### src/rtl/adc_avg_frontend.sv
// ADC front end: settle, average 2^LOG2_AVG signed samples, subtract offset, saturate.
// The result is held stable on ADC_OUT until the next completed conversion.
module adc_avg_frontend #(
   parameter int FP_WIDTH      = 32,
   parameter int INT_WIDTH     = 16,
   parameter int ADC_BITS      = 14,
   parameter int LOG2_AVG      = 3,
   parameter int SETTLE_CYCLES = 16
) (
   input  logic                ADC_CLK,
   input  logic                RST_N,
   input  logic                ADC_EN,
   input  logic                ADC_VALID,
   input  logic [ADC_BITS-1:0] ADC_RAW,
   input  logic [FP_WIDTH-1:0] ADC_OFFSET,
   output logic [FP_WIDTH-1:0] ADC_OUT,
   output logic                ADC_DONE,
   output logic                BUSY,
   output logic                SAT
);
   localparam int FRAC  = FP_WIDTH - INT_WIDTH;
   localparam int ACC_W = ADC_BITS + LOG2_AVG;
   localparam int SHIFT = FRAC - (ADC_BITS - 1) - LOG2_AVG;
   localparam int CNT_W = (SETTLE_CYCLES < 2) ? 1 : $clog2(SETTLE_CYCLES + 1);
   localparam int SMP_W = LOG2_AVG + 1;

   localparam logic [2:0] S_IDLE   = 3'd0;
   localparam logic [2:0] S_SETTLE = 3'd1;
   localparam logic [2:0] S_ACCUM  = 3'd2;
   localparam logic [2:0] S_SCALE  = 3'd3;
   localparam logic [2:0] S_DONE   = 3'd4;

   generate
      if (FRAC < ADC_BITS - 1 + LOG2_AVG) begin : g_bad_format
         $error("adc_avg_frontend: FRAC too small for ADC_BITS and LOG2_AVG");
      end
   endgenerate

   logic [2:0]          r_state;
   logic [2:0]          w_next_state;
   logic [CNT_W-1:0]    r_settle;
   logic [SMP_W-1:0]    r_smp;
   logic [ACC_W-1:0]    r_acc;
   logic [FP_WIDTH-1:0] r_out;
   logic                r_sat;
   logic                r_done;
   logic                r_busy;

   logic [ACC_W-1:0]    w_acc_add;
   logic [FP_WIDTH:0]   w_acc_ext;
   logic [FP_WIDTH:0]   w_scaled;
   logic [FP_WIDTH:0]   w_diff;
   logic                w_ovf;
   logic [FP_WIDTH-1:0] w_result;

   assign w_acc_add = r_acc + {{LOG2_AVG{ADC_RAW[ADC_BITS-1]}}, ADC_RAW};
   assign w_acc_ext = {{(FP_WIDTH + 1 - ACC_W){r_acc[ACC_W-1]}}, r_acc};
   assign w_scaled  = w_acc_ext << SHIFT;
   assign w_diff    = w_scaled - {ADC_OFFSET[FP_WIDTH-1], ADC_OFFSET};
   // The FP_WIDTH+1 difference overflows the output exactly when its top two bits differ.
   assign w_ovf     = w_diff[FP_WIDTH] ^ w_diff[FP_WIDTH-1];

   always_comb begin
      w_result = w_diff[FP_WIDTH-1:0];
      if (w_ovf) begin
         w_result = w_diff[FP_WIDTH] ? {1'b1, {(FP_WIDTH-1){1'b0}}}
                                     : {1'b0, {(FP_WIDTH-1){1'b1}}};
      end else begin
         w_result = w_diff[FP_WIDTH-1:0];
      end
   end

   always_comb begin
      w_next_state = r_state;
      case (r_state)
         S_IDLE: begin
            if (ADC_EN) w_next_state = (SETTLE_CYCLES == 0) ? S_ACCUM : S_SETTLE;
            else        w_next_state = S_IDLE;
         end
         S_SETTLE: begin
            if (!ADC_EN)                      w_next_state = S_IDLE;
            else if (r_settle == CNT_W'(1))   w_next_state = S_ACCUM;
            else                              w_next_state = S_SETTLE;
         end
         S_ACCUM: begin
            if (!ADC_EN) w_next_state = S_IDLE;
            else if (ADC_VALID && (r_smp == SMP_W'(2 ** LOG2_AVG - 1))) w_next_state = S_SCALE;
            else w_next_state = S_ACCUM;
         end
         S_SCALE: w_next_state = ADC_EN ? S_DONE : S_IDLE;
         S_DONE:  w_next_state = ADC_EN ? S_DONE : S_IDLE;
         default: w_next_state = S_IDLE;
      endcase
   end

   always_ff @(posedge ADC_CLK or negedge RST_N) begin
      if (!RST_N) begin
         r_state  <= S_IDLE;
         r_settle <= '0;
         r_smp    <= '0;
         r_acc    <= '0;
         r_out    <= '0;
         r_sat    <= 1'b0;
         r_done   <= 1'b0;
         r_busy   <= 1'b0;
      end else begin
         r_state <= w_next_state;
         r_busy  <= (w_next_state == S_SETTLE) || (w_next_state == S_ACCUM) ||
                    (w_next_state == S_SCALE);
         r_done  <= (r_state == S_DONE) && ADC_EN;
         case (r_state)
            S_IDLE: begin
               r_settle <= CNT_W'(SETTLE_CYCLES);
               r_smp    <= '0;
               r_acc    <= '0;
            end
            S_SETTLE: r_settle <= r_settle - CNT_W'(1);
            S_ACCUM: begin
               if (ADC_EN && ADC_VALID) begin
                  r_acc <= w_acc_add;
                  r_smp <= r_smp + SMP_W'(1);
               end
            end
            // An abort in SCALE leaves the previous result and SAT untouched.
            S_SCALE: begin
               if (ADC_EN) begin
                  r_out <= w_result;
                  r_sat <= w_ovf;
               end
            end
            default: ;
         endcase
      end
   end

   assign ADC_OUT  = r_out;
   assign ADC_DONE = r_done;
   assign BUSY     = r_busy;
   assign SAT      = r_sat;
endmodule

### config.mk
export PLATFORM = sky130hd
export DESIGN_NAME = adc_avg_frontend
export DESIGN_NICKNAME = d
export VERILOG_FILES = /design/src/rtl/adc_avg_frontend.sv
export SDC_FILE = /design/constraint.sdc
export NUM_CORES = 1
export LEC_CHECK = 0
export ABC_AREA = 1
export BUFFER_PORTS_ARGS = -buffer_cell sky130_fd_sc_hd__buf_4
export CAP_MARGIN = 20
export CORE_MARGIN = 10
export CORE_UTILIZATION = 35
export CTS_CLUSTER_DIAMETER = 100
export CTS_CLUSTER_SIZE = 16
export DETAILED_ROUTE_END_ITERATION = 8
export PLACE_DENSITY = 0.6
export SETUP_SLACK_MARGIN = 0.05
export SYNTH_ARGS = -nofsm -noshare
export SYNTH_HDL_FRONTEND = slang
export SYNTH_SLANG_ARGS = --single-unit
export TNS_END_PERCENT = 1
### constraint.sdc
create_clock -name ADC_CLK -period 4.43 [get_ports ADC_CLK]
set_input_delay 0.2215 -clock ADC_CLK [delete_from_list [all_inputs] [get_ports ADC_CLK]]
set_output_delay 0.2215 -clock ADC_CLK [all_outputs]
set_load 0.05 [all_outputs]
* Word level (Yosys, flattened, before mapping) *
Cells that the tools add are included.
Widths: inputs -> output; s select.

storage, ports and cells
  bits in registers = 64
  bits of input ports = 50
  word-level logic and storage cells = 48
  output and inout bits = 35

operators by class
  bitwise logic cells = 1
  muxes and demuxes = 14
  reduce and logical (&&, ||, !) cells = 11
  eq/ne operators = 10
  add/subtract/negate cells = 4

operator list
  cell                 number
  $mux 32              2
  $pmux 17 s2          1
  $sub 17x32->33       1
  $add 17x17->17       1
  $mux 17              1
  $eq 3x2->1 const B   4
  $pmux 3 s4           1
  $pmux 5 s2           1
  $pmux 4 s2           1
  $eq 3x1->1 const B   2
  $mux 2               3
  $eq 5x1->1 const B   1
  $sub 5x1->5 const B  1
  $add 4x1->4 const B  1
  $eq 4x3->1 const B   1
  $mux 4               1
  $reduce_and 2->1     2
  $reduce_bool 2->1    2
  $eq 3x3->1 const B   1
  $logic_and 1x1->1    3
  $logic_not 3->1      1
  $mux 3               1
  $logic_or 1x1->1     2
  $mux 1               2
  3 further kinds      3

* Longest topological paths before layout *
Gate-level depths: netlist of run 1.

  word-level depth = 8
  mapped depth = 18

* Worst setup path before layout of run 1 *
Ideal clock, no wire load.

  path type = register to register
  start point = register r_acc[16]
  end point = register r_out[22] (netlist: ADC_OUT[22])
  setup slack = 2151 ps
  stages on the path, launching flop included = 13
  arrival = 2158 ps
  path buffers = 1
  library setup time = 121 ps
  period minus slack after synthesis = 2279 ps
  cells stage by stage = dfrtp_1 -> ha_1 -> nand2_2 -> inv_1 -> a21oi_1 -> nand2_1 -> a21oi_2 -> nand2_1 -> nand2_1 -> nand2_2 -> a21oi_4 -> buf_6 -> a21oi_2

between the ends
  cells in the longest elaborated chain, start to end = 3

ends and longest elaborated chain
  what                                    RTL line  source
  start: declaration                      43        logic [ACC_W-1:0] r_acc;
  start signal: assignment                120       r_acc <= w_acc_add;
  $sub 17x32->33 (*)                      59        assign w_diff = w_scaled - {ADC_OFFSET[FP_WIDTH-1], ADC_OFFSET};
  $mux 32 or $xor 1x1->1 (tied branches)  66, 61
  $mux 32 (*)                             65        if (w_ovf) begin
  end signal: assignment                  127       r_out <= w_result;
  end: declaration                        44        logic [FP_WIDTH-1:0] r_out;

Mark *: on every way between the ends. The rest lies on a longest branch, timed or not.
A chain may end at the register's enable or synchronous reset.

* Final worst setup path of run 1 *
  start point = register r_acc[16]
  end point = register r_out[12] (netlist: ADC_OUT[12])

The elaborated chain is that of the path after synthesis.

==> impl_metrics.env, run 1 <==
export IMPL_yosysMostFrequentCell="nand2_1"
export IMPL_start_kind="flop"
export IMPL_cp_arrival_ps=3490
export IMPL_p_per_area_nw_per_um2=404
export IMPL_drc_errors=0
export IMPL_finalCritPeriodShare_pct=74.1
export IMPL_fin_crit_ps=3280
export IMPL_num_vias=5590
export IMPL_antenna_cells=0
export IMPL_async_flop_share_pct=100
export IMPL_grtUsageTotal_pct=14.9
export IMPL_vdd_drop_max_mv=0.283
export IMPL_viasPerCell=4.69
export IMPL_rows=47
export IMPL_nets=1071
export IMPL_core_um2=16500
export IMPL_start_util_pct=35.5
export IMPL_place_hpwl_um=13300
export IMPL_cts_tree="yes"
export IMPL_grt_max_degree=65
export IMPL_clk_path_buf_depth=2
export IMPL_final_max_slew_viol_count=0
export IMPL_status="complete, but fails checks"
export IMPL_maxCapViolations=0
export IMPL_syn_to_final_growth_pct=20.2
export IMPL_final_cell_area_um2=7030
export IMPL_die_y_um=149
export IMPL_synth_common_cells="nand2_1 (259), inv_1 (138), nor2_1 (107)"
export IMPL_yosysTopAreaCellShare_pct=27.4
export IMPL_firstDrtPassIters=5
export IMPL_totalWireLength_um=16100
export IMPL_drt_iter0_drc=316
export IMPL_rsz0062_at_grt="no"
export IMPL_grt_overflow=0
export IMPL_final_setup_tns_ps=0
export IMPL_cp_required_ps=4640
export IMPL_cpMostUsedCell="nand2_1"
export IMPL_grt_pass1_wl_um=27200
export IMPL_hold_class="input port to async pin"
export IMPL_max_stage_delay_ps=770
export IMPL_place_port_buffers=84
export IMPL_worst_clock_skew_ps=9.56
export IMPL_setup_viol=0
export IMPL_path_class="flop to flop"
export IMPL_drive_gt1_share_pct=17.0
export IMPL_ys_flop_type="dfrtp_1"
export IMPL_worstPathCellList="ha_1, a21oi_1, nand2_1, nand2_1, nand2_1, a21oi_2, nand2_1, nand2_1, nand2_2, a21oi_4, buf_4, a21oi_2"
export IMPL_clock_sinks=64
export IMPL_grt_antenna_before_repair=0
export IMPL_synth_top_area_cell="dfrtp_1"
export IMPL_crit_fanout=19
export IMPL_max_freq_mhz=305
export IMPL_synth_cell_type_count=36
export IMPL_htree_levels=3
export IMPL_syn_area_per_cell_um2=6.64
export IMPL_numCtsBuffers=9
export IMPL_crit_slowest_cell="dfrtp_1"
export IMPL_synth_edf_count=0
export IMPL_worstSkewPairLatency_ps=330
export IMPL_slew_limit_headroom_pct=44.2
export IMPL_hold_buffers=0
export IMPL_timing_hold_ws_ps=-30.1
export IMPL_syn_nets=984
export IMPL_die_w_um=149
export IMPL_finalCoreUtilization_pct=42.7
export IMPL_fillCellCount=1809
export IMPL_syn_inst=881
export IMPL_die_area_um2=22300
export IMPL_place_area_um2=6700
export IMPL_ys_ff_latch=64
export IMPL_final_hold_viol_count=15
export IMPL_cts_setup_buffers=0
export IMPL_cts_resized=0
export IMPL_clkSlewWorstSetupHoldPaths_ps=60
export IMPL_pre_cts_ws_ps=1140
export IMPL_violations="negative hold slack"
export IMPL_syn_area_um2=5850
export IMPL_worstMarginPinSlew_ps=838
export IMPL_yosysWarnings=0
export IMPL_p_leak_nw=4.01
export IMPL_synth_area_leaders="dfrtp_1 (27%), nand2_1 (17%), ha_1 (11%)"
export IMPL_ys_seq_area_share_pct=27.4
export IMPL_io_pins=85
export IMPL_avgRoutedWirePerCell_um=13.5
export IMPL_gp_congestion=0.886
export IMPL_endpoint_kind="flop"
export IMPL_setup_slack_ps=1150
export IMPL_ant_nets=0
export IMPL_grt_pass1_vias=5634
export IMPL_clock_root_buffer="clkbuf_16"
final timing paths:
check / from / to / slack, ps / cells past startpoint
worst max-delay path: r_acc[16] / ADC_OUT[12] / 1150 / 12
worst min-delay path: RST_N / r_acc[11] / -30 / 1
worst max register to register: r_acc[16] / ADC_OUT[12] / 1150 / 12
worst min register to register: ADC_OUT[31] / ADC_OUT[31] / 500 / 2
max in group asynchronous: RST_N / ADC_OUT[27] / 3880 / 1
min in group ADC_CLK: ADC_EN / r_state[1] / 150 / 3
per-stage QoR:
| stage | total power [mW] | std cells |
|---|---|---|
| after global placement | 2.07 | 1177 |
| after CTS | 2.88 | 1193 |
| final | 2.84 | 1193 |
| after global routing | 3.01 | 1193 |
| after floorplan | 1.68 | 881 |
| after detailed placement | 2.08 | 1177 |
power by group:
group / internal (mW) / leakage (nW) / switching (mW)
registers: 0.745 / 0.818 / 0.105
logic: 0.374 / 3.03 / 0.828
clock network: 0.499 / 0.158 / 0.291
layout make-up:
class	instances	area (um2)	area share [%]
inverter	142	534	7.60
sequential	64	1600	22.8
tap	220	275	3.92
multi-input combinational	664	3630	51.7
timing repair buffer	87	653	9.29
clock buffer	9	225	3.20
clock inverter	7	105	1.50
placed cells by master (no fill, tap or decap), drive strengths merged, types with 2 or more instances in the layout:
cell type | netlist | routed
a211oi | 3 | 3
a21o | 5 | 5
a21oi | 85 | 85
a31oi | 3 | 3
buf | 7 | 87
bufinv | 0 | 2
clkbuf | 4 | 9
clkinv | 1 | 4
dfrtp | 64 | 64
fa | 2 | 2
ha | 51 | 51
inv | 141 | 142
nand2 | 274 | 274
nand3 | 44 | 44
nand3b | 3 | 3
nand4 | 4 | 4
nor2 | 112 | 112
nor3 | 11 | 11
o21ai | 27 | 27
o21bai | 9 | 9
xnor2 | 5 | 5
xor2 | 20 | 20
logic make-up after synthesis:
group	Yosys count	share of synthesized area (%)
buffers and inverters	153	10.6
AND/OR/NAND/NOR	450	31.6
XOR/XNOR	25	3.74
flip-flops	64	27.4
adder cells (fa/ha/maj)	53	11.6
AO/OA/AOI/OAI	136	15.1
sequential cells by signal, indices dropped and copies added, names as in the netlist:
| name | count |
|---|---|
| r_state | 3 |
| BUSY | 1 |
| SAT | 1 |
| r_acc | 17 |
| r_smp | 4 |
| r_settle | 5 |
| ADC_DONE | 1 |
| ADC_OUT | 32 |
per-layer routing:
layer  up-vias  part of all wire [%]  wire length [um]  GRT usage [%]
met3        13                   4.2               677           2.52
met5         -                     0                 0              0
met1      2492                    52              8320           20.8
li1       2970                     -                 -              -
met4         0                   1.2               196           4.07
met2       115                    43              6930           23.2
critical path: cells and delay by family (launching register included):
family                   cells  cell delay (ps)
flip-flops                   1              770
AO/OA/AOI/OAI                4             1100
adder cells (fa/ha/maj)      1              420
AND/OR/NAND/NOR              6              490
buffers and inverters        1              370
(Power assumes the default switching activity.)
==> run 2, diff against run 1 <==
--- a/config.mk
+++ b/config.mk
@@ -13,7 +13,7 @@
 export CTS_CLUSTER_DIAMETER = 100
 export CTS_CLUSTER_SIZE = 16
 export DETAILED_ROUTE_END_ITERATION = 8
-export PLACE_DENSITY = 0.6
+export PLACE_DENSITY = 0.62
 export SETUP_SLACK_MARGIN = 0.05
 export SYNTH_ARGS = -nofsm -noshare
 export SYNTH_HDL_FRONTEND = slang
==> constraint.sdc (replaced) <==
create_clock -name ADC_CLK -period 2.8 [get_ports ADC_CLK]
set_input_delay 0.14 -clock ADC_CLK [delete_from_list [all_inputs] [get_ports ADC_CLK]]
set_output_delay 0.14 -clock ADC_CLK [all_outputs]
set_load 0.05 [all_outputs]
==> run 2 against run 1 <==
The flow now finishes without violations. Global-route usage increased by 0.24 points. Die area unchanged. Via count increased by 1.2%. First-iteration DRC count increased by 15%. Largest cell class unchanged. Largest power group unchanged.
==> impl_metrics.env, run 2 (synthesis gave the netlist of run 1 again) <==
export IMPL_clkSlewWorstSetupHoldPaths_ps=70
export IMPL_pre_cts_ws_ps=-16.1
export IMPL_htree_levels=3
export IMPL_clk_path_buf_depth=2
export IMPL_grt_antenna_before_repair=0
export IMPL_place_area_um2=6720
export IMPL_worstMarginPinSlew_ps=848
export IMPL_p_leak_nw=4.00
export IMPL_place_hpwl_um=13200
export IMPL_syn_to_final_growth_pct=20.6
export IMPL_endpoint_kind="flop"
export IMPL_largest_reg_flops=32
export IMPL_crit_fanout=18
export IMPL_numCtsBuffers=9
export IMPL_vdd_drop_max_mv=0.490
export IMPL_die_y_um=149
export IMPL_num_vias=5657
export IMPL_p_total_mw=4.33
export IMPL_die_w_um=149
export IMPL_clock_root_buffer="clkbuf_16"
export IMPL_grtUsageTotal_pct=15.1
export IMPL_hold_class="input port to flop"
export IMPL_antenna_cells=0
export IMPL_max_freq_mhz=395
export IMPL_rsz0062_at_grt="no"
export IMPL_maxCapViolations=0
export IMPL_avgRoutedWirePerCell_um=13.6
export IMPL_drive_gt1_share_pct=17.4
export IMPL_io_pins=85
export IMPL_start_util_pct=35.5
export IMPL_gp_congestion=0.911
export IMPL_p_per_area_nw_per_um2=615
export IMPL_mostFrequentLayoutCells="nand2_1 (259), inv_1 (138), nor2_1 (107), buf_4 (87), dfrtp_1 (63)"
export IMPL_setup_slack_ps=266
export IMPL_cp_arrival_ps=2760
export IMPL_grt_pass1_wl_um=27800
export IMPL_final_hold_viol_count=0
export IMPL_hold_depth=3
export IMPL_nets=1074
export IMPL_cp_required_ps=3020
export IMPL_grt_pass1_vias=5634
export IMPL_fin_crit_ps=2530
export IMPL_status="complete, no violations"
export IMPL_start_kind="flop"
export IMPL_place_port_buffers=84
export IMPL_firstDrtPassIters=6
export IMPL_drc_errors=0
export IMPL_totalWireLength_um=16300
export IMPL_finalCritPeriodShare_pct=90.5
export IMPL_final_common_cell="nand2_1"
export IMPL_finalCoreUtilization_pct=42.8
export IMPL_path_class="flop to flop"
export IMPL_slew_limit_headroom_pct=43.5
export IMPL_cts_tree="yes"
export IMPL_setup_viol=0
export IMPL_timing_hold_ws_ps=72.1
export IMPL_grt_max_degree=65
export IMPL_worst_clock_skew_ps=11.6
export IMPL_grt_overflow=0
export IMPL_ant_nets=0
export IMPL_rows=47
export IMPL_final_cell_area_um2=7050
export IMPL_viasPerCell=4.73
export IMPL_clock_sinks=64
export IMPL_r2r_cells=12
export IMPL_core_um2=16500
export IMPL_drt_iter0_drc=362
export IMPL_worstSkewPairLatency_ps=340
export IMPL_cts_setup_buffers=0
export IMPL_die_area_um2=22300
export IMPL_final_max_slew_viol_count=0
[run 2: cell count changes in the layout (fill, tap and decap cells not counted), moves of 2 or more]
cell       delta
bufinv_16     -2
clkinv_4      -2
ha_1          -2
ha_2          +2
inv_6         +3
[run 2: per-layer routing]
| metal | share of wire [%] | global-route usage (%) | up-vias |
|---|---|---|---|
| met2 | 44 | 23.2 | 147 |
| met5 | 0 | 0 | - |
| li1 | - | - | 2972 |
| met4 | 1.5 | 3.93 | 0 |
| met3 | 6.5 | 3.73 | 17 |
| met1 | 48 | 20.7 | 2521 |
[run 2: worst paths after layout]
check / from / endpoint / slack, ps
worst max-delay path: r_acc[16] / ADC_OUT[23] / 270
worst min-delay path: ADC_EN / r_state[1] / 70
worst max register to register: r_acc[16] / ADC_OUT[23] / 270
worst min register to register: r_settle[4] / r_settle[4] / 510
max in group asynchronous: RST_N / r_acc[16] / 1740
min in group asynchronous: RST_N / r_acc[6] / 430
[run 2: cell type report]
class / count / area, um2
clock inverter: 7 / 55.1
inverter: 142 / 534
timing repair buffer: 90 / 708
tap: 220 / 275
sequential: 64 / 1610
fill: 1768 / 9420
clock buffer: 9 / 225
multi-input combinational: 664 / 3650
[run 2: power by group]
group | internal (mW) | switching (mW)
sequential | 1.18 | 0.163
combinational | 0.595 | 1.30
clock | 0.609 | 0.488
[run 2: through the flow]
step | cells | TNS, ps
after floorplan | 881 | 0
after global placement | 1178 | 0
after detailed placement | 1178 | -16.1
after CTS | 1195 | 0
after global routing | 1196 | 0
final | 1196 | 0
[run 2: timing repair]
| item | in CTS | in global routing |
|---|---|---|
| resized for setup | 1 | 4 |
| hold buffers | 1 | 0 |
| cloned | 0 | 1 |
| endpoints found under the hold margin | 64 | 0 |
| setup endpoints to repair | 31 | 32 |
[run 2: worst max-delay path, stage by stage, from the launching register on]
cell and delay, ps:
dfrtp_4 590, ha_1 380, a21oi_1 260, nand2_1 120
nand2_1 70, nand2_1 70, a21oi_2 150, nand2_1 90
nand2_1 70, nand2_2 80, a21oi_4 220, clkbuf_16 230
a21oi_2 60
